### src/rtl/dsp48a1_cmd_sequencer.sv
// Issues operand commands to a DSP48A1 slice and queues its results in issue order with their tags.
// Latency: the first res_valid comes LAT+1 edges after the issue edge when the result queue is empty.
// Backpressure: cmd_ready is a credit test (in-flight + queued < RDEPTH); res_valid holds until res_ready.
module dsp48a1_cmd_sequencer #(
   parameter int         LAT         = 4,
   parameter int         RDEPTH      = 4,
   parameter logic [7:0] IDLE_OPMODE = 8'h08,
   parameter int         TAGW        = 4
) (
   input  logic            clk,
   input  logic            RST,
   input  logic            cmd_valid,
   output logic            cmd_ready,
   input  logic [17:0]     cmd_a,
   input  logic [17:0]     cmd_b,
   input  logic [47:0]     cmd_c,
   input  logic [17:0]     cmd_d,
   input  logic [7:0]      cmd_opmode,
   input  logic            cmd_carryin,
   input  logic [TAGW-1:0] cmd_tag,
   output logic            res_valid,
   input  logic            res_ready,
   output logic [47:0]     res_p,
   output logic            res_carryout,
   output logic [TAGW-1:0] res_tag,
   output logic [17:0]     dsp_a,
   output logic [17:0]     dsp_b,
   output logic [17:0]     dsp_d,
   output logic [47:0]     dsp_c,
   output logic [7:0]      dsp_opmode,
   output logic            dsp_carryin,
   output logic            dsp_rst,
   output logic            dsp_ce,
   input  logic [47:0]     dsp_p,
   input  logic            dsp_carryout,
   output logic            busy
);

   localparam int CW = $clog2(RDEPTH) + 1;
   localparam int PW = $clog2(RDEPTH);
   localparam int EW = 48 + 1 + TAGW;

   typedef enum logic [1:0] {S_RST, S_INIT, S_RUN} state_t;

   state_t          state;
   state_t          state_nxt;
   logic [3:0]      init_cnt;
   logic            issue;
   logic            capture;
   logic            pop;
   logic            load;
   logic [LAT-1:0]  vld_sh;
   logic [TAGW-1:0] tag_sh [LAT];
   logic [CW-1:0]   inflight;
   logic [CW-1:0]   mcount;
   logic [CW-1:0]   fifo_count;
   logic [CW:0]     credit_used;
   logic [EW-1:0]   mem [RDEPTH];
   logic [PW-1:0]   wr_ptr;
   logic [PW-1:0]   rd_ptr;

   // The queue occupancy includes the entry parked in the output register.
   assign fifo_count  = mcount + {{(CW-1){1'b0}}, res_valid};
   assign credit_used = {1'b0, inflight} + {1'b0, fifo_count};
   assign issue       = cmd_valid && cmd_ready;
   assign capture     = vld_sh[LAT-1];
   assign pop         = res_valid && res_ready;
   assign load        = (mcount != '0) && (!res_valid || res_ready);
   assign dsp_ce      = 1'b1;
   assign busy        = (inflight != '0) || (fifo_count != '0);

   // State register.
   always_ff @(posedge clk) begin
      if (RST) state <= S_RST;
      else     state <= state_nxt;
   end

   // Next state, slice reset and the credit-gated command handshake.
   always_comb begin
      state_nxt = state;
      cmd_ready = 1'b0;
      dsp_rst   = 1'b0;
      case (state)
         S_RST: begin
            dsp_rst   = 1'b1;
            state_nxt = S_INIT;
         end
         S_INIT: begin
            if (init_cnt == 4'd0) state_nxt = S_RUN;
         end
         S_RUN: begin
            cmd_ready = (credit_used < (CW+1)'(RDEPTH));
         end
         default: state_nxt = S_RST;
      endcase
   end

   // Init counter: holds off issue until the slice pipeline has flushed its reset contents.
   always_ff @(posedge clk) begin
      if (RST)                                  init_cnt <= 4'd0;
      else if (state == S_RST)                  init_cnt <= 4'(LAT - 1);
      else if (state == S_INIT && init_cnt != 0) init_cnt <= init_cnt - 4'd1;
   end

   // Slice operand drive: load on issue, otherwise idle opmode so P holds; operands keep last value.
   always_ff @(posedge clk) begin
      if (RST) begin
         dsp_a       <= '0;
         dsp_b       <= '0;
         dsp_c       <= '0;
         dsp_d       <= '0;
         dsp_opmode  <= IDLE_OPMODE;
         dsp_carryin <= 1'b0;
      end else if (issue) begin
         dsp_a       <= cmd_a;
         dsp_b       <= cmd_b;
         dsp_c       <= cmd_c;
         dsp_d       <= cmd_d;
         dsp_opmode  <= cmd_opmode;
         dsp_carryin <= cmd_carryin;
      end else begin
         dsp_opmode  <= IDLE_OPMODE;
         dsp_carryin <= 1'b0;
      end
   end

   // Valid shift line marks the edge at which each command's result sits on dsp_p.
   always_ff @(posedge clk) begin
      if (RST) vld_sh <= '0;
      else     vld_sh <= {vld_sh[LAT-2:0], issue};
   end

   // Tag shift line travels alongside the valid line; only tags with a set valid bit are used.
   always_ff @(posedge clk) begin
      tag_sh[0] <= cmd_tag;
      for (int i = 1; i < LAT; i++) tag_sh[i] <= tag_sh[i-1];
   end

   // In-flight count: commands issued but not yet captured.
   always_ff @(posedge clk) begin
      if (RST) begin
         inflight <= '0;
      end else begin
         case ({issue, capture})
            2'b10:   inflight <= inflight + CW'(1);
            2'b01:   inflight <= inflight - CW'(1);
            default: inflight <= inflight;
         endcase
      end
   end

   // Result storage; the credit rule guarantees a free slot whenever a capture arrives.
   always_ff @(posedge clk) begin
      if (capture) mem[wr_ptr] <= {dsp_p, dsp_carryout, tag_sh[LAT-1]};
   end

   // Storage pointers and count of entries not yet moved to the output register.
   always_ff @(posedge clk) begin
      if (RST) begin
         wr_ptr <= '0;
         rd_ptr <= '0;
         mcount <= '0;
      end else begin
         if (capture) wr_ptr <= wr_ptr + PW'(1);
         if (load)    rd_ptr <= rd_ptr + PW'(1);
         if (capture && !load)      mcount <= mcount + CW'(1);
         else if (!capture && load) mcount <= mcount - CW'(1);
      end
   end

   // Registered first-word-fall-through output stage.
   always_ff @(posedge clk) begin
      if (RST) begin
         res_valid    <= 1'b0;
         res_p        <= '0;
         res_carryout <= 1'b0;
         res_tag      <= '0;
      end else if (load) begin
         res_valid                        <= 1'b1;
         {res_p, res_carryout, res_tag}   <= mem[rd_ptr];
      end else if (pop) begin
         res_valid <= 1'b0;
      end
   end

endmodule

### config.mk
export PLATFORM = sky130hd
export DESIGN_NAME = dsp48a1_cmd_sequencer
export DESIGN_NICKNAME = d
export VERILOG_FILES = /design/src/rtl/dsp48a1_cmd_sequencer.sv
export SDC_FILE = /design/constraint.sdc
export NUM_CORES = 1
export LEC_CHECK = 0
export CAP_MARGIN = 20
export CORE_MARGIN = 5
export CORE_UTILIZATION = 51
export DETAILED_ROUTE_END_ITERATION = 12
export GPL_ROUTABILITY_DRIVEN = 0
export HOLD_SLACK_MARGIN = 0.15
export MAX_ROUTING_LAYER = met4
export PLACE_DENSITY = 0.83
export SLEW_MARGIN = 40
export SYNTH_ARGS = -nofsm -noshare
export SYNTH_HDL_FRONTEND = slang
export SYNTH_SLANG_ARGS = --single-unit
### constraint.sdc
create_clock -name clk -period 4.49 [get_ports clk]
set_input_delay 0.449 -clock clk [delete_from_list [all_inputs] [get_ports clk]]
set_output_delay 0.449 -clock clk [all_outputs]
set_load 0.1 [all_outputs]
# Yosys cells after proc, flatten, opt, wreduce, memory -nomap -nowiden
# Memory sizes are Yosys's and may differ from the RTL's. A register that Yosys moved wholly into a read port is not among the register bits.
# Cells that the tools add are included.
# totals
ff_bits	132
ram_bits	228
input_bits	168
out_inout_bits	169
elab_cells	71
memories	2
# classes
add_sub_neg	9
n_lt_le_gt_ge	1
eq_ne	5
mux	13
bitwise_logic	2
reduce_logical	24
# memory_table
memory	words	word_bits	rd	rd_clocked_by_memory_dff	wr	line	source
mem	4	53	1	1	1	58	logic [EW-1:0] mem [RDEPTH];
tag_sh	4	4	4	0	4	53	logic [TAGW-1:0] tag_sh [LAT];
# ops
operator	n
3-bit nonzero test	3
2-bit nonzero test	4
3-bit by 1-bit adder with 3-bit output, second input constant	2
1-bit logical AND	6
1-bit two-way mux	6
2-bit two-way mux	3
3-bit two-way mux	2
2-bit case mux with 3 select lines	1
3-bit case mux with 2 select lines	1
3-bit by 1-bit subtractor with 3-bit output, second input constant	2
2-bit by 1-bit adder with 2-bit output, second input constant	2
3-bit by 3-bit adder with 4-bit output	1
2-bit by 1-bit == test with 1-bit output, second input constant	2
2-bit == test, second input constant	2
4-bit zero test	1
4-bit by 3-bit < comparator with 1-bit output, second input constant	1
4-bit nonzero test	1
2-bit OR reduction	2
4-bit by 1-bit subtractor with 4-bit output, second input constant	1
3-bit by 1-bit adder with 3-bit output	1
1-bit zero test	3
2-bit zero test	1
1-bit logical OR	2
2-bit != test, second input constant	1
2 further kinds	3

# Logic depth before layout (Yosys ltp)
# Gate-level depths: netlist (run 1).
# depth
ltp_word	7
ltp_mapped	15
depth_no_buf	13

# Worst setup path before layout (run 1)
# Ideal clock, no wire load.
# synth_timing
kind	register to output
startpoint	register res_valid
endpoint	output cmd_ready
arrival_ns	4.334
required_ns	4.041
slack_ns	-0.293
path_stages_with_launch	7
n_path_buf	0
path_cell_list	dfxtp_1 -> ha_1 -> ha_1 -> xor2_1 -> ha_1 -> or3_1 -> nor3_1
# synth_via
elab_chain_len	4
# synth_rtl
element	line	source
start, declared	21	output logic res_valid,
start signal, assigned	174	res_valid <= 1'b0;
start signal, assigned	179	res_valid <= 1'b1;
start signal, assigned	182	res_valid <= 1'b0;
3-bit by 1-bit adder with 3-bit output	63	assign fifo_count = mcount + {{(CW-1){1'b0}}, res_valid};
3-bit by 3-bit adder with 4-bit output	64	assign credit_used = {1'b0, inflight} + {1'b0, fifo_count};
4-bit by 3-bit < comparator with 1-bit output	92	cmd_ready = (credit_used < (CW+1)'(RDEPTH));
1-bit two-way mux	83	case (state)
end, declared	13	output logic cmd_ready,
# Every way passes these cells.

# Final worst setup path (run 1)
# layout_timing
startpoint	register mcount[0]
endpoint	output cmd_ready
# layout_via
elab_chain_len	4
# layout_rtl
element	line	source
start, declared	55	logic [CW-1:0] mcount;
start signal, assigned	166	if (capture && !load) mcount <= mcount + CW'(1);
start signal, assigned	167	else if (!capture && load) mcount <= mcount - CW'(1);
3-bit by 1-bit adder with 3-bit output	63	
3-bit by 3-bit adder with 4-bit output	64	
4-bit by 3-bit < comparator with 1-bit output	92	
1-bit two-way mux	83	
# Every way passes these cells.

==> impl_metrics.toml, run 1 <==
[detailed_routing]
first_pass_iters = 6
drt-wirelength-per-cell_um = 19.6
drt_iter0_drc = 380
routed_wl_um = 34300
remaining_drc_errors = 0
drtAntennaViolNets = 0
via_count = 9121
viasPerCell = 5.22

[worst_setup_path]
worstPathMaxFanout = 5
end_kind = "output port"
cp-start-kind = "flop"
crit_required_ns = 4.04
critical_path_class = "flop to output port"
worst_ep_arrival_time_ns = 2.73

[cells_and_area]
area_growth_pct = 27.8
mostFrequentLayoutCell = "edfxtp_1"
final_cell_mix = "212 x edfxtp_1, 210 x nand2b_1, 199 x dfxtp_1"
drive_above_1_share_pct = 23.1
fin_nets = 1504

[timing]
fmax_mhz = 315
hold_viol_final = 0
fin_setup_tns_ns = 0
skew_ns = 0.0243
finalCriticalPeriod_ns = 3.17
grt_setup_unrepaired = "no"
setup_violations = 0
maxSlewViolCount = 0
relSlewSlack_pct = 49.4
period_share_pct = 70.7
worst_pin_slew_ns = 0.757
worst_slack_ns = 1.32

[floorplanning]
die_w_um = 184
fp-row-count = 63
start_util_pct = 51.9
coreArea_mm2 = 0.0297
die_h_um = 184
die_area_mm2 = 0.0338
ios = 337

[yosys]
ys_types = 41
synth_compound_area_share_pct = 3.75
synth_edf_count = 212
synthFlopType = "edfxtp_1"
ys.warnings.count = 0
async_flop_share_pct = 0
syn_area_per_cell_um2 = 15.5
synth-seq-cells = 413
synth.area.mux_share_pct = 14.6
synth_xor_area_share_pct = 0.341
ys_seq_area_share_pct = 67.4
synth-simple-area-share_pct = 10.5
syn_nets = 1173
netlist_instances = 992
synth_fa_ha_area_share_pct = 1.15
synth_top_family_by_area = "multiplexers"
syn_area_mm2 = 0.0154

[job]
drv_cap = 0

[global_route]
top_usage_layer = "met2"
gr-usage-met2_pct = 34.1
grt_first_pass_wirelength_um = 52900
grt_overflow = 0
grt_use_met1_pct = 24.5
antenna_found_initial = 2
grt_max_degree = 176
grt_usage_pct = 20.5
first_global_vias = 9652
met3_usage_pct = 5.76

[place]
place_ws_ns = 1.38
port_buffers = 335
post-dp-hpwl_um = 22600

[clock_network]
htreeDepth = 2
root_buffer = "clkbuf_16"
clock-sinks = 413
cts_max_path_buffers = 3
cts_tree = "yes"
numCtsBuffers = 42
cts_setup_buffers = 0
ctsHoldBuffers = 0
clock_latency_ns = 0.55
clkTransAtPathRegs_ns = 0.06
cts_resized = 0

[pwr]
power.switching_w = 0.00441
powerDensity_mw_per_mm2 = 592
switching_share_pct = 37.8
clkPwrFrac_pct = 30.2
totalPowerFinal_w = 0.0117
power_frac_seq_pct = 38.9
ir_drop_uv = 333
intPower_w = 0.00726
combinationalPowerShare_pct = 30.9
p_leak_nw = 7.25

[run_status]
status = "finished, final reports clean"

[worst_hold_path]
hold_path.class = "flop to flop"
## power by group through the flow
| stage | combinational, W | sequential [W] | clock, W |
|---|---|---|---|
| 3_3_place_gp | 0.00377 | 0.00466 | 0 |
| 3_5_place_dp | 0.00362 | 0.00462 | 0 |
| 6_report | 0.00360 | 0.00454 | 0.00352 |
| 5_1_grt | 0.00375 | 0.00457 | 0.00378 |
| 4_1_cts | 0.00363 | 0.00454 | 0.00361 |
| 2_1_floorplan | 0.00113 | 0.00635 | 0 |
## final cells by class
| type | instances | area [µm²] |
|---|---|---|
| flip-flops and latches | 413 | 10400 |
| fillers | 2071 | 10000 |
| multi-input cells | 510 | 4710 |
| repair buffers | 346 | 2630 |
| clock buffers | 56 | 1160 |
| well taps | 390 | 488 |
| clock inverters | 21 | 262 |
| inverters | 10 | 37.5 |
| diodes | 2 | 5.00 |
## path summary, 6_finish.rpt
check	slack, ns	from	endpoint	depth (start not counted)
max	1.32	mcount[0]$_SDFFE_PP0P_	cmd_ready	7
min	0.33	tag_sh[2][3]$_DFF_P_	tag_sh[3][3]$_DFF_P_	0
max reg2reg	1.35	mcount[0]$_SDFFE_PP0P_	inflight[2]$_SDFFE_PP0P_	13
min reg2reg	0.33	tag_sh[2][3]$_DFF_P_	tag_sh[3][3]$_DFF_P_	0
## worst max-delay path: stages (launching register included)
cell and delay, ns:
dfxtp_1 0.44, ha_1 0.19, ha_1 0.15, xor2_1 0.19, ha_1 0.26, or3_1 0.46
nor3_2 0.18, buf_4 0.31
## synth_stat cells (2+ instances only)
master      n  area share [%]
buf_6       8            0.58
nor3_1      6            0.19
or3_1       6            0.24
mux2i_1   104             6.8
ha_1       11            0.89
a22o_1     53             3.0
o21ai_0     4            0.13
fa_1        2            0.26
inv_1       9            0.22
dfxtp_1   201              26
buf_2       7            0.23
nand2_1     2           0.049
and2_1     12            0.49
nand2b_1  210             8.5
buf_1       2           0.049
clkbuf_1   38            0.93
buf_4       4            0.19
a21oi_1     6            0.19
a211oi_1    3            0.15
nor3b_1     2           0.097
edfxtp_1  212              41
nor2b_1     5            0.20
nor2_1     11            0.27
mux4_2     53             7.7
xor2_1      5            0.28
## metrics by stage
stage	utilization [%]	instances	hold slack (ns)	area (µm²)
after floorplan	-	992	0.310	15400
after global placement	64.1	1668	0.310	19100
after detailed placement	61.4	1669	0.312	18200
after CTS	66.2	1746	0.319	19700
after global routing	66.3	1748	0.335	19700
final	66.3	1748	0.326	19700
## registers in the layout (all words and copies together), names as in the netlist
| signal | cells |
|---|---|
| mem | 212 |
| dsp_c | 48 |
| res_p | 48 |
| dsp_a | 18 |
| dsp_b | 18 |
| dsp_d | 18 |
| tag_sh | 16 |
| dsp_opmode | 8 |
| init_cnt | 4 |
| res_tag | 4 |
| vld_sh | 4 |
| inflight | 3 |
| mcount | 3 |
| rd_ptr | 2 |
| state | 2 |
| wr_ptr | 2 |
| dsp_carryin | 1 |
| res_carryout | 1 |
| res_valid | 1 |
## logic make-up (layout without fill, tap and decap cells)
group,count (synthesis),count (layout)
AO/OA/AOI/OAI,71,71
AND/OR/NAND/NOR,261,261
buffers and inverters,69,433
adder cells (fa/ha/maj),13,13
XOR/XNOR,6,6
other,1,3
flip-flops,413,413
multiplexers,158,158
## per-layer routing
metal	wire length (µm)	part of all wire (%)
met1	13400	39
met2	17300	50
met3	2690	7.8
met4	874	2.6
met5	0	0
No activity file was read; power rests on OpenSTA's default activity.
==> run 2, diff against run 1 <==
==> constraint.sdc (replaced) <==
create_clock -name clk -period 3 [get_ports clk]
set_input_delay 0.3 -clock clk [delete_from_list [all_inputs] [get_ports clk]]
set_output_delay 0.3 -clock clk [all_outputs]
set_load 0.1 [all_outputs]
==> run 2 against run 1 <==
Compared with the run above: largest cell class unchanged; routed wire length is 0.64% higher; highest routed layer unchanged; register-to-register slack lost 1.2 ns; clock-buffer cell count grew 3; sequential power increased by 50%.
==> impl_metrics.toml, run 2 (synthesized netlist as in run 1, its figures left out) <==
[worst_setup_path]
crit_required_ns = 3.43
critical_path.max_stage_delay_ns = 0.37
worst_ep_arrival_time_ns = 3.27
crit_cells = 9
crit_top_cell = "ha_4"
cp_cell_sequence = "ha_4 -> ha_4 -> xor2_2 -> ha_1 -> or3_4 -> nor4b_4 -> buf_4 -> buf_12 -> mux2i_1"
r2r_cells = 9
critical_path_class = "flop to flop"
cp-start-kind = "flop"
worstPathMaxFanout = 70
crit_buf_inv = 2
end_kind = "flop"
cpMaxStageDelayCell = "or3_4"
path_delay_family = "simple AND/OR/NAND/NOR gates"

[floorplanning]
start_util_pct = 51.9
die_area_mm2 = 0.0338
ios = 337
die_w_um = 184
fp-row-count = 63
die_h_um = 184
coreArea_mm2 = 0.0297

[cells_and_area]
top_register = "mem"
fin_util_pct = 68.0
largest_reg_flops = 212
final_cell_mix = "212 x edfxtp_1, 210 x nand2b_1, 198 x dfxtp_1"
fill_cells = 2004
mostFrequentLayoutCell = "edfxtp_1"
post-route-cell-area_mm2 = 0.0202
fin_nets = 1515
drive_above_1_share_pct = 24.0
largestRegisters = "mem (212), dsp_c (48), res_p (48)"
area_growth_pct = 31.1

[timing]
maxSlewViolCount = 0
grt_setup_unrepaired = "no"
finalCriticalPeriod_ns = 2.84
worst_pin_slew_ns = 0.673
hold_viol_final = 0
relSlewSlack_pct = 55.1
skew_ns = 0.0249
period_share_pct = 94.8
fmax_mhz = 352
setup_violations = 0
whs_ns = 0.210

[clock_network]
htreeDepth = 2
cts_max_path_buffers = 3
numCtsBuffers = 43
cts_setup_buffers = 0
clock_latency_ns = 0.53
clock-sinks = 413
clkTransAtPathRegs_ns = 0.06
cts_tree = "yes"
root_buffer = "clkbuf_16"

[pwr]
ir_drop_uv = 677
p_leak_nw = 7.31
powerDensity_mw_per_mm2 = 874

[place]
port_buffers = 335
post-dp-hpwl_um = 22900
place_area_mm2 = 0.0188

[global_route]
grt_overflow = 0
grt_usage_pct = 20.4
antenna_found_initial = 2
first_global_vias = 9373
grt_max_degree = 158
grt_first_pass_wirelength_um = 52800

[detailed_routing]
viasPerCell = 5.16
drt-wirelength-per-cell_um = 19.6
drt_iter0_drc = 540
via_count = 9089
remaining_drc_errors = 0
routed_wl_um = 34500
first_pass_iters = 5
drtAntennaViolNets = 0

[job]
drv_cap = 0

[worst_hold_path]
hold_path.class = "input pin to flop"
hold_depth = 1

[run_status]
status = "finished, final reports clean"
-- run 2: cell types whose count changed in the layout (fill, tap and decap cells not counted), sizes merged --
cell,before,now
buf,179,189
clkbuf,57,59
clkinvlp,2,3
dlygate4sd3,0,1
inv,13,11
-- run 2: path summary, 6_finish.rpt --
check / from / slack [ns] / to
worst min register to register: tag_sh[0][0]$_DFF_P_ / 0.32 / tag_sh[1][0]$_DFF_P_
worst min-delay path: cmd_tag[2] / 0.21 / tag_sh[0][2]$_DFF_P_
worst max register to register: res_valid$_SDFFE_PP0P_ / 0.16 / dsp_a[0]$_SDFFE_PP0P_
worst max-delay path: res_valid$_SDFFE_PP0P_ / 0.16 / dsp_a[0]$_SDFFE_PP0P_
-- run 2: per-layer routing --
metal / GRT usage (%) / vias to the layer above / routed length [µm]
met5: - / - / 0
met4: 5.24 / 0 / 650
met3: 4.27 / 54 / 2040
met2: 33.3 / 248 / 17500
met1: 26.5 / 4497 / 14300
li1: - / 4290 / -
-- run 2: report_power, final --
group	switching [W]	leakage [nW]	internal, W
clock	0.00213	0.680	0.00311
combinational	0.00405	3.08	0.00158
sequential	0.000400	3.54	0.00639
-- run 2: worst reg2reg max path: stages, from the launching register on --
cell     delay (ns)
dfxtp_4        0.36
ha_4           0.16
ha_4           0.15
xor2_2         0.15
ha_1           0.30
or3_4          0.37
nor4b_4        0.32
buf_4          0.19
buf_12         0.37
mux2i_1        0.39
-- run 2: layout make-up --
class	instances	area [µm²]	area share [%]
diodes	2	5.00	0.0248
clock buffers	59	1180	5.82
clock inverters	20	230	1.14
inverters	10	40.0	0.198
multi-input cells	510	4750	23.5
flip-flops and latches	413	10400	51.5
well taps	390	488	2.42
repair buffers	356	3110	15.4
-- run 2: stage by stage --
step / setup TNS, ns / setup WS, ns / total power (W) / cells
after floorplan: -0.618 / -0.261 / 0.0112 / 992
after global placement: 0 / 0.212 / 0.0126 / 1678
after detailed placement: 0 / 0.157 / 0.0126 / 1678
after CTS: 0 / 0.102 / 0.0178 / 1758
after global routing: 0 / 0.0267 / 0.0183 / 1760
final: 0 / 0.157 / 0.0177 / 1760
-- run 2: timing repair --
action / in CTS / in global routing
endpoints found under the hold margin: 1 / 0
hold buffers: 1 / 0
resized for setup: 0 / 1
setup endpoints to repair: 0 / 5
==> run 3, diff against run 2 <==
--- a/config.mk
+++ b/config.mk
@@ -7,12 +7,12 @@
 export LEC_CHECK = 0
 export CAP_MARGIN = 20
 export CORE_MARGIN = 5
-export CORE_UTILIZATION = 51
+export CORE_UTILIZATION = 54
 export DETAILED_ROUTE_END_ITERATION = 12
 export GPL_ROUTABILITY_DRIVEN = 0
 export HOLD_SLACK_MARGIN = 0.15
 export MAX_ROUTING_LAYER = met4
-export PLACE_DENSITY = 0.83
+export PLACE_DENSITY = 0.87
 export SLEW_MARGIN = 40
 export SYNTH_ARGS = -nofsm -noshare
 export SYNTH_HDL_FRONTEND = slang
==> constraint.sdc (replaced) <==
create_clock -name clk -period 3.6 [get_ports clk]
set_input_delay 0.36 -clock clk [delete_from_list [all_inputs] [get_ports clk]]
set_output_delay 0.36 -clock clk [all_outputs]
set_load 0.1 [all_outputs]
==> run 3 against run 2 <==
Compared with the run above: fmax down 10%; sequential share of layout area rose by 1.2 points; non-clock buffer count is 2 lower; first-iteration DRC count shrank 3.5%; critical path depth increased by 4; clock power is 16% lower; critical endpoint is now inflight[2]$_SDFFE_PP0P_; largest cell class unchanged.
==> impl_metrics.toml, run 3 (synthesized netlist as in run 1, its figures left out) <==
[clock_network]
ctsHoldBuffers = 0
root_buffer = "clkbuf_16"
cts_tree = "yes"
cts_resized = 0
clock-sinks = 413
clkTransAtPathRegs_ns = 0.06
cts_setup_buffers = 0
numCtsBuffers = 43
clock_latency_ns = 0.54
htreeDepth = 2
cts_max_path_buffers = 3

[place]
post-dp-hpwl_um = 23300
placed_cells = 1665
port_buffers = 335

[timing]
grt_setup_unrepaired = "no"
relSlewSlack_pct = 45.4
worst_pin_slew_ns = 0.819
period_share_pct = 88.2
hold_viol_final = 0
setup_violations = 0
maxSlewViolCount = 0
fmax_mhz = 315
finalCriticalPeriod_ns = 3.18
fin_setup_tns_ns = 0
skew_ns = 0.0187

[worst_setup_path]
worst_ep_arrival_time_ns = 3.64
end_kind = "flop"
cp-start-kind = "flop"
r2r_cells = 13
crit_required_ns = 4.06
worstPathMaxFanout = 5
critical_path_class = "flop to flop"

[detailed_routing]
via_count = 9155
viasPerCell = 5.23
drtAntennaViolNets = 0
remaining_drc_errors = 0
routed_wl_um = 34800
first_pass_iters = 5
drt_iter0_drc = 521
drt-wirelength-per-cell_um = 19.9

[cells_and_area]
largestRegisters = "mem (212), dsp_c (48), res_p (48)"
drive_above_1_share_pct = 23.3
fin_util_pct = 70.5
fin_nets = 1513
largest_reg_flops = 212
mostFrequentLayoutCell = "edfxtp_1"
top_register = "mem"
regArea_mm2 = 0.0104
fill_cells = 1866
final_cell_mix = "212 x edfxtp_1, 210 x nand2b_1, 198 x dfxtp_1"
fin_cells = 1749
multiInputGateArea_mm2 = 0.00470
area_growth_pct = 28.1

[floorplanning]
die_h_um = 179
ios = 337
die_area_mm2 = 0.0320
start_util_pct = 55.0
die_w_um = 179
coreArea_mm2 = 0.0280
fp-row-count = 61

[global_route]
antenna_found_initial = 3
grt_first_pass_wirelength_um = 52900
grt_usage_pct = 22.0
first_global_vias = 9606
grt_overflow = 0
grt_max_degree = 103

[pwr]
powerDensity_mw_per_mm2 = 741
power.switching_w = 0.00549
power_frac_seq_pct = 38.7
intPower_w = 0.00913
p_leak_nw = 7.30
clkPwrFrac_pct = 30.2
combinationalPowerShare_pct = 31.1
switching_share_pct = 37.5
ir_drop_uv = 466

[job]
drv_cap = 0

[worst_hold_path]
hold_depth = 1
hold_path.class = "input pin to flop"

[run_status]
status = "finished, final reports clean"
-- run 3: cell types whose count changed in the layout (fill, tap and decap cells not counted), sizes merged --
| cell | change |
|---|---|
| clkbuf | +4 |
| clkinv | -3 |
| clkinvlp | -3 |
| diode | +3 |
| inv | +2 |
| buf | -1 |
| dlygate4sd3 | -1 |
-- run 3: layout make-up --
class	count	share of cell area (%)
Antenna cell	5	0.0634
Clock buffer	63	6.14
Clock inverter	16	1.08
Inverter	10	0.190
Multi-Input combinational cell	510	23.8
Sequential cell	413	52.7
Tap cell	378	2.40
Timing Repair Buffer	354	13.7
-- run 3: per-layer routing --
layer / GRT usage [%] / up-vias / part of all wire, %
li1: - / 4304 / -
met4: 7.61 / 0 / 2.8
met1: 26.4 / 4481 / 39
met2: 36.8 / 310 / 52
met5: - / - / 0
met3: 5.08 / 60 / 6.6
-- run 3: final timing paths --
check	slack, ns	from	to
setup / recovery	0.42	mcount[0]$_SDFFE_PP0P_	inflight[2]$_SDFFE_PP0P_
hold / removal	0.27	cmd_tag[2]	tag_sh[0][2]$_DFF_P_
setup reg to reg	0.42	mcount[0]$_SDFFE_PP0P_	inflight[2]$_SDFFE_PP0P_
hold reg to reg	0.32	tag_sh[2][3]$_DFF_P_	tag_sh[3][3]$_DFF_P_
-- run 3: stage by stage --
step                      hold WS (ns)  power [W]  instance area, µm²  setup slack (ns)
after detailed placement         0.312     0.0103               18300             0.436
after global placement           0.311     0.0105               19100             0.572
after floorplan                  0.310    0.00932               15400            0.0291
after global routing             0.245     0.0151               19700             0.209
final                            0.266     0.0146               19700             0.425
after CTS                        0.241     0.0148               19700             0.404
-- run 3: critical path, stage by stage (launching register included) --
cell	delay, ns
dfxtp_1	0.43
ha_1	0.19
ha_1	0.15
xor2_1	0.20
ha_1	0.26
or3_1	0.44
nor4b_4	0.34
inv_2	0.06
ha_1	0.23
inv_1	0.09
fa_1	0.19
xor2_1	0.07
or3_1	0.31
a21oi_1	0.15
-- run 3: power by group through the flow --
stage	registers [W]	logic, W	clock network (W)
global placement	0.00575	0.00479	0
global route	0.00571	0.00472	0.00472
detailed placement	0.00575	0.00456	0
floorplan	0.00792	0.00141	0
finish	0.00566	0.00455	0.00441
CTS	0.00566	0.00457	0.00452
